===== src/rtl/fetch_pkg.sv =====
`default_nettype none
// +----------------------------------------------------------------------+
// | fetch_pkg : shared types and constants for the fetch controller       |
// | Rev 1.0                                                              |
// +----------------------------------------------------------------------+
package fetch_pkg;

   typedef enum logic [1:0] {
      IDLE  = 2'd0,
      FETCH = 2'd1,
      HOLD  = 2'd2,
      DRAIN = 2'd3
   } fetch_state_t;

   localparam logic [31:0] C_RESET_PC = 32'h0000_3000;

endpackage
`default_nettype wire


===== src/rtl/fetch_ctrl_if.sv =====
`default_nettype none
// +----------------------------------------------------------------------+
// | fetch_ctrl_if : imem, decode and next-PC signals of the fetch stage   |
// | Rev 1.0                                                              |
// +----------------------------------------------------------------------+
interface fetch_ctrl_if;

   logic [31:0] npc;
   logic        redirect_valid;
   logic [31:0] redirect_pc;
   logic        imem_req;
   logic [31:0] imem_addr;
   logic        imem_ack;
   logic [31:0] imem_rdata;
   logic        inst_valid;
   logic [31:0] inst;
   logic [31:0] inst_pc;
   logic        inst_ready;
   logic [31:0] retire_cnt;

   modport master (
      input  npc, redirect_valid, redirect_pc, imem_ack, imem_rdata, inst_ready,
      output imem_req, imem_addr, inst_valid, inst, inst_pc, retire_cnt
   );

   modport slave (
      output npc, redirect_valid, redirect_pc, imem_ack, imem_rdata, inst_ready,
      input  imem_req, imem_addr, inst_valid, inst, inst_pc, retire_cnt
   );

endinterface
`default_nettype wire


===== src/rtl/fetch_ctrl.sv =====
`default_nettype none
// +----------------------------------------------------------------------+
// | fetch_ctrl : PC owner, single-outstanding imem fetch, decode handoff  |
// | Rev 1.0                                                              |
// +----------------------------------------------------------------------+
module fetch_ctrl
   import fetch_pkg::*;
#(
   parameter logic [31:0] RESET_PC = C_RESET_PC
) (
   input  wire logic      clk,
   input  wire logic      rst_n,
   fetch_ctrl_if.master   bus
);

   fetch_state_t r_state,      w_state_nxt;
   logic [31:0]  r_pc,         w_pc_nxt;
   logic [31:0]  r_imem_addr,  w_addr_nxt;
   logic [31:0]  r_inst,       w_inst_nxt;
   logic [31:0]  r_inst_pc,    w_inst_pc_nxt;
   logic [31:0]  r_retire_cnt, w_cnt_nxt;
   logic [31:0]  w_redir_pc;
   logic [31:0]  w_npc;
   logic [31:0]  w_drain_pc;

   assign w_redir_pc = bus.redirect_pc & 32'hFFFF_FFFC;
   assign w_npc      = bus.npc         & 32'hFFFF_FFFC;
   assign w_drain_pc = bus.redirect_valid ? w_redir_pc : r_pc;

   always_ff @(posedge clk) begin
      if (!rst_n) begin
         r_state      <= IDLE;
         r_pc         <= RESET_PC;
         r_imem_addr  <= RESET_PC;
         r_inst       <= 32'd0;
         r_inst_pc    <= 32'd0;
         r_retire_cnt <= 32'd0;
      end else begin
         r_state      <= w_state_nxt;
         r_pc         <= w_pc_nxt;
         r_imem_addr  <= w_addr_nxt;
         r_inst       <= w_inst_nxt;
         r_inst_pc    <= w_inst_pc_nxt;
         r_retire_cnt <= w_cnt_nxt;
      end
   end

   always_comb begin
      w_state_nxt    = r_state;
      w_pc_nxt       = r_pc;
      w_addr_nxt     = r_imem_addr;
      w_inst_nxt     = r_inst;
      w_inst_pc_nxt  = r_inst_pc;
      w_cnt_nxt      = r_retire_cnt;
      bus.imem_req   = 1'b0;
      bus.inst_valid = 1'b0;

      case (r_state)
         IDLE: begin
            w_state_nxt = FETCH;
            w_addr_nxt  = r_pc;
         end
         FETCH: begin
            bus.imem_req = 1'b1;
            if (bus.redirect_valid) begin
               w_pc_nxt = w_redir_pc;
               // Ack coinciding with a redirect: drop the word, relaunch at the target.
               if (bus.imem_ack) begin
                  w_addr_nxt = w_redir_pc;
               end else begin
                  w_state_nxt = DRAIN;
               end
            end else if (bus.imem_ack) begin
               w_inst_nxt    = bus.imem_rdata;
               w_inst_pc_nxt = r_imem_addr;
               w_state_nxt   = HOLD;
            end
         end
         DRAIN: begin
            bus.imem_req = 1'b1;
            w_pc_nxt     = w_drain_pc;
            if (bus.imem_ack) begin
               w_addr_nxt  = w_drain_pc;
               w_state_nxt = FETCH;
            end
         end
         HOLD: begin
            bus.inst_valid = !bus.redirect_valid;
            if (bus.redirect_valid) begin
               w_pc_nxt    = w_redir_pc;
               w_addr_nxt  = w_redir_pc;
               w_state_nxt = FETCH;
            end else if (bus.inst_ready) begin
               w_pc_nxt    = w_npc;
               w_addr_nxt  = w_npc;
               w_cnt_nxt   = r_retire_cnt + 32'd1;
               w_state_nxt = FETCH;
            end
         end
         default: begin
            w_state_nxt = IDLE;
         end
      endcase
   end

   assign bus.imem_addr  = r_imem_addr;
   assign bus.inst       = r_inst;
   assign bus.inst_pc    = r_inst_pc;
   assign bus.retire_cnt = r_retire_cnt;

endmodule
`default_nettype wire


===== src/flat_wrapper.sv =====
// flat-port wrapper written by rule: the top's interface ports become plain ports
module fetch_ctrl_flat import fetch_pkg::*;
#(
   parameter logic [31:0] RESET_PC = C_RESET_PC
)
  (clk, rst_n, bus_npc, bus_redirect_valid, bus_redirect_pc, bus_imem_ack, bus_imem_rdata, bus_inst_ready, bus_imem_req, bus_imem_addr, bus_inst_valid, bus_inst, bus_inst_pc, bus_retire_cnt);
  fetch_ctrl_if bus_i ();
  input  wire logic clk;
  input  wire logic rst_n;
  input wire logic [$bits(bus_i.npc)-1:0] bus_npc;
  input wire logic [$bits(bus_i.redirect_valid)-1:0] bus_redirect_valid;
  input wire logic [$bits(bus_i.redirect_pc)-1:0] bus_redirect_pc;
  input wire logic [$bits(bus_i.imem_ack)-1:0] bus_imem_ack;
  input wire logic [$bits(bus_i.imem_rdata)-1:0] bus_imem_rdata;
  input wire logic [$bits(bus_i.inst_ready)-1:0] bus_inst_ready;
  output wire logic [$bits(bus_i.imem_req)-1:0] bus_imem_req;
  output wire logic [$bits(bus_i.imem_addr)-1:0] bus_imem_addr;
  output wire logic [$bits(bus_i.inst_valid)-1:0] bus_inst_valid;
  output wire logic [$bits(bus_i.inst)-1:0] bus_inst;
  output wire logic [$bits(bus_i.inst_pc)-1:0] bus_inst_pc;
  output wire logic [$bits(bus_i.retire_cnt)-1:0] bus_retire_cnt;
  assign bus_i.npc = bus_npc;
  assign bus_i.redirect_valid = bus_redirect_valid;
  assign bus_i.redirect_pc = bus_redirect_pc;
  assign bus_i.imem_ack = bus_imem_ack;
  assign bus_i.imem_rdata = bus_imem_rdata;
  assign bus_i.inst_ready = bus_inst_ready;
  assign bus_imem_req = bus_i.imem_req;
  assign bus_imem_addr = bus_i.imem_addr;
  assign bus_inst_valid = bus_i.inst_valid;
  assign bus_inst = bus_i.inst;
  assign bus_inst_pc = bus_i.inst_pc;
  assign bus_retire_cnt = bus_i.retire_cnt;
  fetch_ctrl #(.RESET_PC(RESET_PC)) u_core (.clk(clk), .rst_n(rst_n), .bus(bus_i));
endmodule

===== config.mk =====
export PLATFORM = sky130hd
export DESIGN_NAME = fetch_ctrl_flat
export DESIGN_NICKNAME = d
export VERILOG_FILES = /design/src/rtl/fetch_pkg.sv /design/src/rtl/fetch_ctrl_if.sv /design/src/rtl/fetch_ctrl.sv /design/src/flat_wrapper.sv
export SDC_FILE = /design/constraint.sdc
export NUM_CORES = 1
export LEC_CHECK = 0
export ABC_AREA = 1
export BUFFER_PORTS_ARGS = -buffer_cell sky130_fd_sc_hd__buf_2
export CAP_MARGIN = 20
export CORE_MARGIN = 8
export CORE_UTILIZATION = 45
export CTS_BUF_LIST = sky130_fd_sc_hd__clkbuf_4
export DETAILED_ROUTE_END_ITERATION = 8
export GPL_ROUTABILITY_DRIVEN = 0
export GPL_TIMING_DRIVEN = 0
export PLACE_DENSITY = 0.71
export RECOVER_POWER = 100
export SETUP_SLACK_MARGIN = 0.4
export SYNTH_ARGS = -nofsm -noshare
export SYNTH_HDL_FRONTEND = slang
export SYNTH_SLANG_ARGS = --single-unit

===== constraint.sdc =====
create_clock -name clk -period 3.3 [get_ports clk]
set_clock_uncertainty 0.15 [all_clocks]
set_input_delay 0.165 -clock clk [delete_from_list [all_inputs] [get_ports clk]]
set_output_delay 0.165 -clock clk [all_outputs]
set_load 0.01 [all_outputs]

# Yosys cells after proc, flatten, opt, wreduce, memory -nomap -nowiden
# Cells that the tools add are included.
# totals
register_bits,162
inputBits,101
out_inout_bits,130
# op_classes
addsub,1
n_eq_ne,9
n_mux,17
bitwise_logic,1
reduce_logical,9
# ops
op,count
$mux W32,6
$pmux W32 S4,1
$pmux W32 S2,1
$add A32 B1 Y32 const B,1
$mux W2,6
$ne A3 B3 Y1 const B,3
$pmux W2 S4,1
$reduce_and A4 Y1,2
$ne A2 B2 Y1 const B,3
$reduce_and A3 Y1,2
$eq A2 B2 Y1 const B,2
$eq A2 B1 Y1 const B,1
$logic_not A2 Y1,1
$mux W1,2
$reduce_and A2 Y1,1
$reduce_bool A2 Y1,1
$reduce_or A2 Y1,1
$logic_not A1 Y1,1
$not A1 Y1,1

# Depth between registers and ports, before layout
# Gate-level depths: netlist (run 1).
# depth
depth_word,4
ltp_mapped,11

# Worst setup path before layout (run 1)
# No wires, ideal clock.
# synth_path
path_type,register to register
from,register u_core.r_state[0]
to,"register u_core.r_retire_cnt[6], in the netlist u_core.bus.retire_cnt[6]"
setup_ns,0.116
arrival_time_ns,1.409
required_ns,3.034
setup_slack_ns,1.626
path_stages_with_launch,10
synth_period_minus_slack_ns,1.674
path_cell_list,dfxtp_1 inv_1 nand2_2 nor2_2 buf_2 nand3_1 nor2_1 nand2_1 o21ai_0 nor2_1
# synth_between
elab_chain_cells,2
# synth_rtl
element,line_no,source
start: declaration,fetch_ctrl.sv:16,"fetch_state_t r_state, w_state_nxt;"
start signal: assignment,fetch_ctrl.sv:39,r_state <= w_state_nxt;
$eq A2 B2 Y1,fetch_ctrl.sv:58,case (r_state)
$reduce_and A3 Y1 (no source line),n/a,
end signal: assignment,fetch_ctrl.sv:44,r_retire_cnt <= w_cnt_nxt;
end: declaration,fetch_ctrl.sv:21,"logic [31:0] r_retire_cnt, w_cnt_nxt;"
# Every way passes these cells.
# A chain may end at the register's enable or synchronous reset.

# Final worst setup path (run 1)
# layout_path
from,register u_core.r_state[0]
to,"register u_core.r_imem_addr[7], in the netlist u_core.bus.imem_addr[7]"
# layout_between
elab_chain_cells,3
elab_cells_between_ends,10
# layout_rtl
element,line_no,source
$eq A2 B2 Y1 or $eq A2 B1 Y1 (tied branches),fetch_ctrl.sv:58,
$ne A3 B3 Y1 (no source line) or $ne A2 B2 Y1 (tied branches),n/a,
$reduce_and A4 Y1 (no source line),n/a,
end signal: assignment,fetch_ctrl.sv:41,r_imem_addr <= w_addr_nxt;
end: declaration,fetch_ctrl.sv:18,"logic [31:0] r_imem_addr, w_addr_nxt;"
# Parallel ways exist; a longest one is shown, timed or not.

==> metrics.cfg, run 1 <==
[yosys]
ys_seq_area_share_pct = 42.0
yosys.area.top_type = dfxtp_1
yosys-mux-area-fraction_pct = 0
synth_compound_area_share_pct = 15.0
synth_nets = 1303
yosys_warnings = 0
netlist_area_um2 = 7720
synth_xor_area_share_pct = 0.340
syn_area_per_cell_um2 = 6.43
synth-simple-area-share_pct = 34.3
yosys-top-cells-area = dfxtp_1, nand2_1, nor2_1, o21ai_0, inv_1
synthAdderAreaFrac_pct = 0.162
syn_inst = 1201
synth_top_family_by_area = simple AND/OR/NAND/NOR gates
yosysTopAreaCellShare_pct = 42.0
yosysUniqueCellTypes = 28
ys_seq_elements = 162

[min_path]
min_from = bus_redirect_valid
holdPathStages = 4
hold_class = in -> reg

[placement]
portBuffers = 225
dpl.hpwl_mm = 19.2

[global_route]
grt_pass1_vias = 9046
grt_usage_pct = 25.2
overflow = 0
grt_pass1_wl_mm = 45.0
antenna_found_initial = 3
grt_max_degree = 17

[detailed_routing]
dr.pass1.iters = 5
routed_wl_mm = 28.1
final_antenna_net_count = 0
drt-initial-drc-count = 619
drc = 0
wl_per_cell_um = 15.5
via_count = 9268
viasPerCell = 5.10

[floorplanning]
core_um2 = 17100
die_area_um2 = 21600
die_h_um = 147
ios = 231
fp.dieW_um = 147
initial_core_util_pct = 45.3
rows = 48

[clocking]
cts_tree = yes
ctsResizeCount = 0
worstSkewPairLatency_ps = 580
clockBufferDepth = 2
numCtsBuffers = 17
cts_max_level = 4
cts-root-buf = clkbuf_4
cts_hold_buf = 131
cts_setup_buffers = 0
cts_sinks = 162
clkTransAtPathRegs_ps = 130

[layout]
final_common_cell = nand2_1
final_cell_mix = nand2_1, nor2_1, clkbuf_1
syn_to_final_growth_pct = 35.5
drive_gt1_share_pct = 8.24
final_nets = 1678

[worst_setup_path]
r2r_cells = 9
startpoint = u_core.r_state[0]$_SDFFE_PN0P_
endpoint_kind = flip-flop
cp.required_ps = 3620
crit_type = reg -> reg
critical_path.max_fanout = 10
critPathSlowestCell = dlygate4sd3_1
r2r-start = u_core.r_state[0]$_SDFFE_PN0P_
crit_arrival_ps = 3110
critical-path-max-stage-delay_ps = 560
start_kind = flip-flop
crit_chain = inv_1, nand2_1, inv_1, clkbuf_1, nand2_1, nand3_1, dlygate4sd3_1, nor3_1, nor2_1

[outcome]
status = complete, no violations

[timing]
finalCritPeriodShare_pct = 84.6
finalMaxSlewViolations = 0
worst_pin_slew_ps = 1020
max_freq_mhz = 358
setup_violations = 0
hold_viol = 0
min_period_ps = 2790
relSlewSlack_pct = 31.5
tns_ps = 0
grt_setup_unrepaired = false
whs_ps = 8.17

[pwr]
power_uw = 4150
powerDensity_nw_per_um2 = 397
vdd_drop_max_mv = 0.216
p_leak_uw = 0.00445

[job]
cap_violations = 0

## layout make-up
class                      instances  area (um2)
fill                            1663        6590
multi-input combinational        884        3810
sequential                       162        3240
timing repair buffer             356        2270
inverter                          88         333
tap                              225         282
buffer                            67         279
clock buffer                      19         143
clock inverter                    13        95.1
antenna                            3        7.51
## worst max-delay path, delay by kind of cell (launching register included)
family,cells,cell delay [ps]
simple gates,5,930
buf+inv,4,1170
flops,1,430
## metrics by stage
stage	utilization, %	setup slack, ps	std cells	cell area (um2)
2_1_floorplan	-	1630	1201	7720
3_3_place_gp	53.5	1030	1651	9130
3_5_place_dp	53.5	1010	1651	9130
4_1_cts	62.6	774	1814	10700
5_1_grt	61.4	305	1817	10500
6_report	61.4	508	1817	10500
## metal layers
| metal | share of wire (%) | up-vias | routed length (um) | global-route usage (%) |
|---|---|---|---|---|
| met4 | 2.2 | 0 | 610 | 9.84 |
| met1 | 42 | 4212 | 11900 | 29.6 |
| met2 | 48 | 389 | 13400 | 43.3 |
| met3 | 7.9 | 52 | 2220 | 6.37 |
| li1 | - | 4615 | - | - |
| met5 | 0 | - | 0 | 0 |
## path summary, 6_finish.rpt
check	endpoint	slack, ps
worst max-delay path	u_core.bus.imem_addr[7]$_SDFFE_PN0P_	510
worst min-delay path	u_core.r_state[0]$_SDFFE_PN0P_	8
worst max register to register	u_core.bus.imem_addr[7]$_SDFFE_PN0P_	510
worst min register to register	u_core.r_pc[1]$_SDFFE_PN0P_	310
## Yosys cell counts
| cell type | count |
|---|---|
| xor2_1 | 3 |
| a31oi_1 | 29 |
| and2_1 | 1 |
| ha_1 | 1 |
| nor2_4 | 1 |
| nand3_1 | 45 |
| inv_1 | 84 |
| o21ai_1 | 10 |
| nor2_2 | 4 |
| o211ai_4 | 1 |
| dfxtp_1 | 162 |
| and3_1 | 1 |
| nor3_1 | 35 |
| nand2_1 | 303 |
| buf_1 | 4 |
| inv_4 | 1 |
| nand2_2 | 2 |
| nand4_1 | 17 |
| a21oi_1 | 18 |
| inv_2 | 3 |
| o21ai_0 | 160 |
| or2_2 | 1 |
| nor2_1 | 250 |
| o21bai_1 | 2 |
| buf_4 | 7 |
| buf_6 | 2 |
| buf_2 | 6 |
| clkbuf_1 | 48 |
## registers in the layout, indices dropped and copies added (netlist names)
| name | count |
|---|---|
| u_core.bus.imem_addr | 32 |
| u_core.bus.inst | 32 |
| u_core.bus.inst_pc | 32 |
| u_core.bus.retire_cnt | 32 |
| u_core.r_pc | 32 |
| u_core.r_state | 2 |
## cell families after synthesis
family,count (synthesis)
adder cells (fa/ha/maj),1
AND/OR/NAND/NOR,660
flip-flops,162
buffers and inverters,155
AO/OA/AOI/OAI,220
XOR/XNOR,3
## power by group
part / switching [uW] / internal, uW
Combinational: 530 / 377
Clock: 710 / 373
Sequential: 77.2 / 2080
Total: 1320 / 2830
Power figures use the tool's default switching activity.
==> inputs of run 2 (changes only) <==
--- a/config.mk
+++ b/config.mk
@@ -14,7 +14,7 @@
 export DETAILED_ROUTE_END_ITERATION = 8
 export GPL_ROUTABILITY_DRIVEN = 0
 export GPL_TIMING_DRIVEN = 0
-export PLACE_DENSITY = 0.71
+export PLACE_DENSITY = 0.74
 export RECOVER_POWER = 100
 export SETUP_SLACK_MARGIN = 0.4
 export SYNTH_ARGS = -nofsm -noshare
==> constraint.sdc (replaced) <==
create_clock -name clk -period 2.3 [get_ports clk]
set_clock_uncertainty 0.15 [all_clocks]
set_input_delay 0.115 -clock clk [delete_from_list [all_inputs] [get_ports clk]]
set_output_delay 0.115 -clock clk [all_outputs]
set_load 0.01 [all_outputs]
==> run 2 against run 1 <==
Net effect: critical path depth shrank 1; sequential share of layout area up 0.14 points; worst setup slack worse by 180 ps; critical path type unchanged; design area shrank 0.33%; via count hardly changed; maximum frequency is 42% higher; die area is the same; final cell count decreased by 1.1%; clock power increased by 57%; core utilization is 0.21 points lower; total power rose by 46%.
==> metrics.cfg, run 2 (same netlist as run 1, synthesis figures left out) <==
[outcome]
status = complete, no violations

[worst_setup_path]
r2r_end = u_core.bus.inst_pc[16]$_SDFFE_PN0P_
critPathSlowestCell = dfxtp_1
critical-path-max-stage-delay_ps = 480  ; -80 ps
r2r_cells = 8  ; -1
cp_top_family = buffers and inverters
cp.required_ps = 2680  ; -940 ps
start_kind = flip-flop
critPathBufInv = 4  ; unchanged
crit_type = reg -> reg
crit_arrival_ps = 2340  ; -770 ps
r2r-start = u_core.r_state[0]$_SDFFE_PN0P_
regToRegSetupSlack_ps = 330  ; -180 ps
critical_path.max_fanout = 10  ; unchanged
endpoint_kind = flip-flop
crit_chain = inv_6, nor2_4, nand3_4, inv_1, buf_4, clkbuf_2, nor2_1, nor2_1
cpMostUsedCell = nor2_1

[pwr]
power_switching_share_pct = 31.4  ; -0.34 points
powerDensity_nw_per_um2 = 582  ; +47%
vdd_drop_max_mv = 0.276  ; +27%
switchingPower_uw = 1900  ; +45%
seq_power_share_pct = 51.1  ; -1.0 points
p_int_uw = 4160  ; +47%
p_leak_uw = 0.00441  ; -0.94%
clockPowerShare_pct = 28.0  ; +1.9 points
comb_power_share_pct = 20.9  ; -0.9 points

[clocking]
numCtsBuffers = 17  ; unchanged
cts_max_level = 4  ; unchanged
clkTransAtPathRegs_ps = 150  ; +20 ps
cts_tree = yes
cts_sinks = 162  ; unchanged
worstSkewPairLatency_ps = 580  ; about the same
cts-root-buf = clkbuf_4
clockBufferDepth = 2  ; unchanged

[detailed_routing]
routed_wl_mm = 27.8  ; -1.1%
viasPerCell = 5.15  ; +1.0%
final_antenna_net_count = 0  ; unchanged
wl_per_cell_um = 15.5  ; about the same
via_count = 9262  ; -0.065%
drc = 0  ; unchanged
dr.pass1.iters = 5  ; unchanged
drt-initial-drc-count = 592  ; -4.4%

[timing]
setup_violations = 0  ; unchanged
max_freq_mhz = 508  ; +42%
finalCritPeriodShare_pct = 85.6  ; +1.0 points
relSlewSlack_pct = 57.3  ; +26 points
min_period_ps = 1970  ; -823 ps
grt_setup_unrepaired = true
worst_pin_slew_ps = 641  ; -382 ps
finalMaxSlewViolations = 0  ; unchanged
hold_viol = 0  ; unchanged
tns_ps = 0  ; unchanged

[layout]
final_nets = 1660  ; -1.1%
final_cell_count_no_fill = 1797  ; -1.1%
post-route-cell-area_um2 = 10400  ; -0.33%
final_common_cell = nand2_1
drive_gt1_share_pct = 10.6  ; +2.4 points
syn_to_final_growth_pct = 35.1
final_cell_mix = nand2_1, nor2_1, clkbuf_1

[floorplanning]
die_h_um = 147  ; unchanged
initial_core_util_pct = 45.3  ; unchanged
core_um2 = 17100  ; unchanged
ios = 231  ; unchanged
die_area_um2 = 21600  ; unchanged
fp.dieW_um = 147  ; unchanged
rows = 48  ; unchanged

[global_route]
grt_pass1_vias = 8948  ; -1.1%
grt_pass1_wl_mm = 44.6  ; -0.95%
grt_max_degree = 17  ; unchanged
antenna_found_initial = 1  ; -2
grt_usage_pct = 25.1  ; -0.16 points
overflow = 0  ; unchanged

[placement]
portBuffers = 225  ; unchanged
dpl.hpwl_mm = 19.2  ; -0.27%
placedCellCount = 1651  ; unchanged
dpl_cell_area_um2 = 9130  ; unchanged

[min_path]
min_from = bus_redirect_valid
hold_class = in -> reg
min_to = u_core.r_pc[21]$_SDFFE_PN0P_
holdPathStages = 4  ; unchanged

[job]
cap_violations = 0  ; unchanged

==> run 2: power groups by stage <==
| stage | sequential, uW | combinational [uW] | clock [uW] |
|---|---|---|---|
| after floorplan | 3200 | 614 | 0 |
| after global placement | 3150 | 1090 | 0 |
| after detailed placement | 3160 | 1110 | 0 |
| after CTS | 3100 | 1260 | 1750 |
| after global routing | 3130 | 1410 | 1860 |
| final | 3100 | 1260 | 1700 |
==> run 2: metal layers <==
metal,GRT usage [%],wire (um),part of all wire (%),vias up
met2,42.1,13100,47,417
li1,-,-,-,4593
met3,6.67,2520,9.1,47
met1,29.9,11600,42,4205
met4,10.0,606,2.2,0
met5,0,0,0,-
==> run 2: worst register-to-register path, cell delays in order, from the launching register on <==
cell and delay [ps]:
dfxtp_1 480, inv_6 90, nor2_4 190, nand3_4 170
inv_1 150, buf_4 210, clkbuf_2 310, nor2_1 90
nor2_1 100
==> run 2: layout make-up <==
type                    instances  area, um2
fillers                      1634       6630
multi-input cells             884       3900
flip-flops and latches        162       3250
repair buffers                338       2070
inverters                      88        338
plain buffers                  67        314
well taps                     225        282
clock buffers                  19        143
clock inverters                13        138
diodes                          1       2.50
==> run 2: timing repair <==
action / 4_1_cts / 5_1_grt
pin swaps: 0 / 5
hold buffers: 106 / 0
buffers inserted: 0 / 7
setup endpoints to repair: 101 / 29
resized for setup: 11 / 18
hold endpoints to repair: 112 / 0
==> run 2: worst max-delay path by stage <==
stage / start / end / slack (ps) / cells after the start
detailed placement: u_core.r_state[0]$_SDFFE_PN0P_ / u_core.bus.inst_pc[21]$_SDFFE_PN0P_ / 100 / 8
global placement: u_core.r_state[0]$_SDFFE_PN0P_ / u_core.bus.inst_pc[15]$_SDFFE_PN0P_ / 140 / 8
finish: u_core.r_state[0]$_SDFFE_PN0P_ / u_core.bus.inst_pc[16]$_SDFFE_PN0P_ / 330 / 8
floorplan: u_core.r_state[0]$_SDFFE_PN0P_ / u_core.bus.retire_cnt[6]$_SDFFE_PN0P_ / 630 / 9
global route: u_core.r_state[0]$_SDFFE_PN0P_ / u_core.bus.inst_pc[15]$_SDFFE_PN0P_ / 200 / 8
CTS: u_core.r_state[0]$_SDFFE_PN0P_ / bus_inst_valid / 400 / 5
==> run 2: per-stage QoR <==
stage	power, uW	setup WS [ps]	hold WS, ps	utilization [%]
2_1_floorplan	3810	626	132	-
3_3_place_gp	4240	142	214	53.5
3_5_place_dp	4260	101	227	53.5
4_1_cts	6110	402	2.44	61.6
5_1_grt	6400	201	61.5	61.2
6_report	6070	331	60.9	61.2
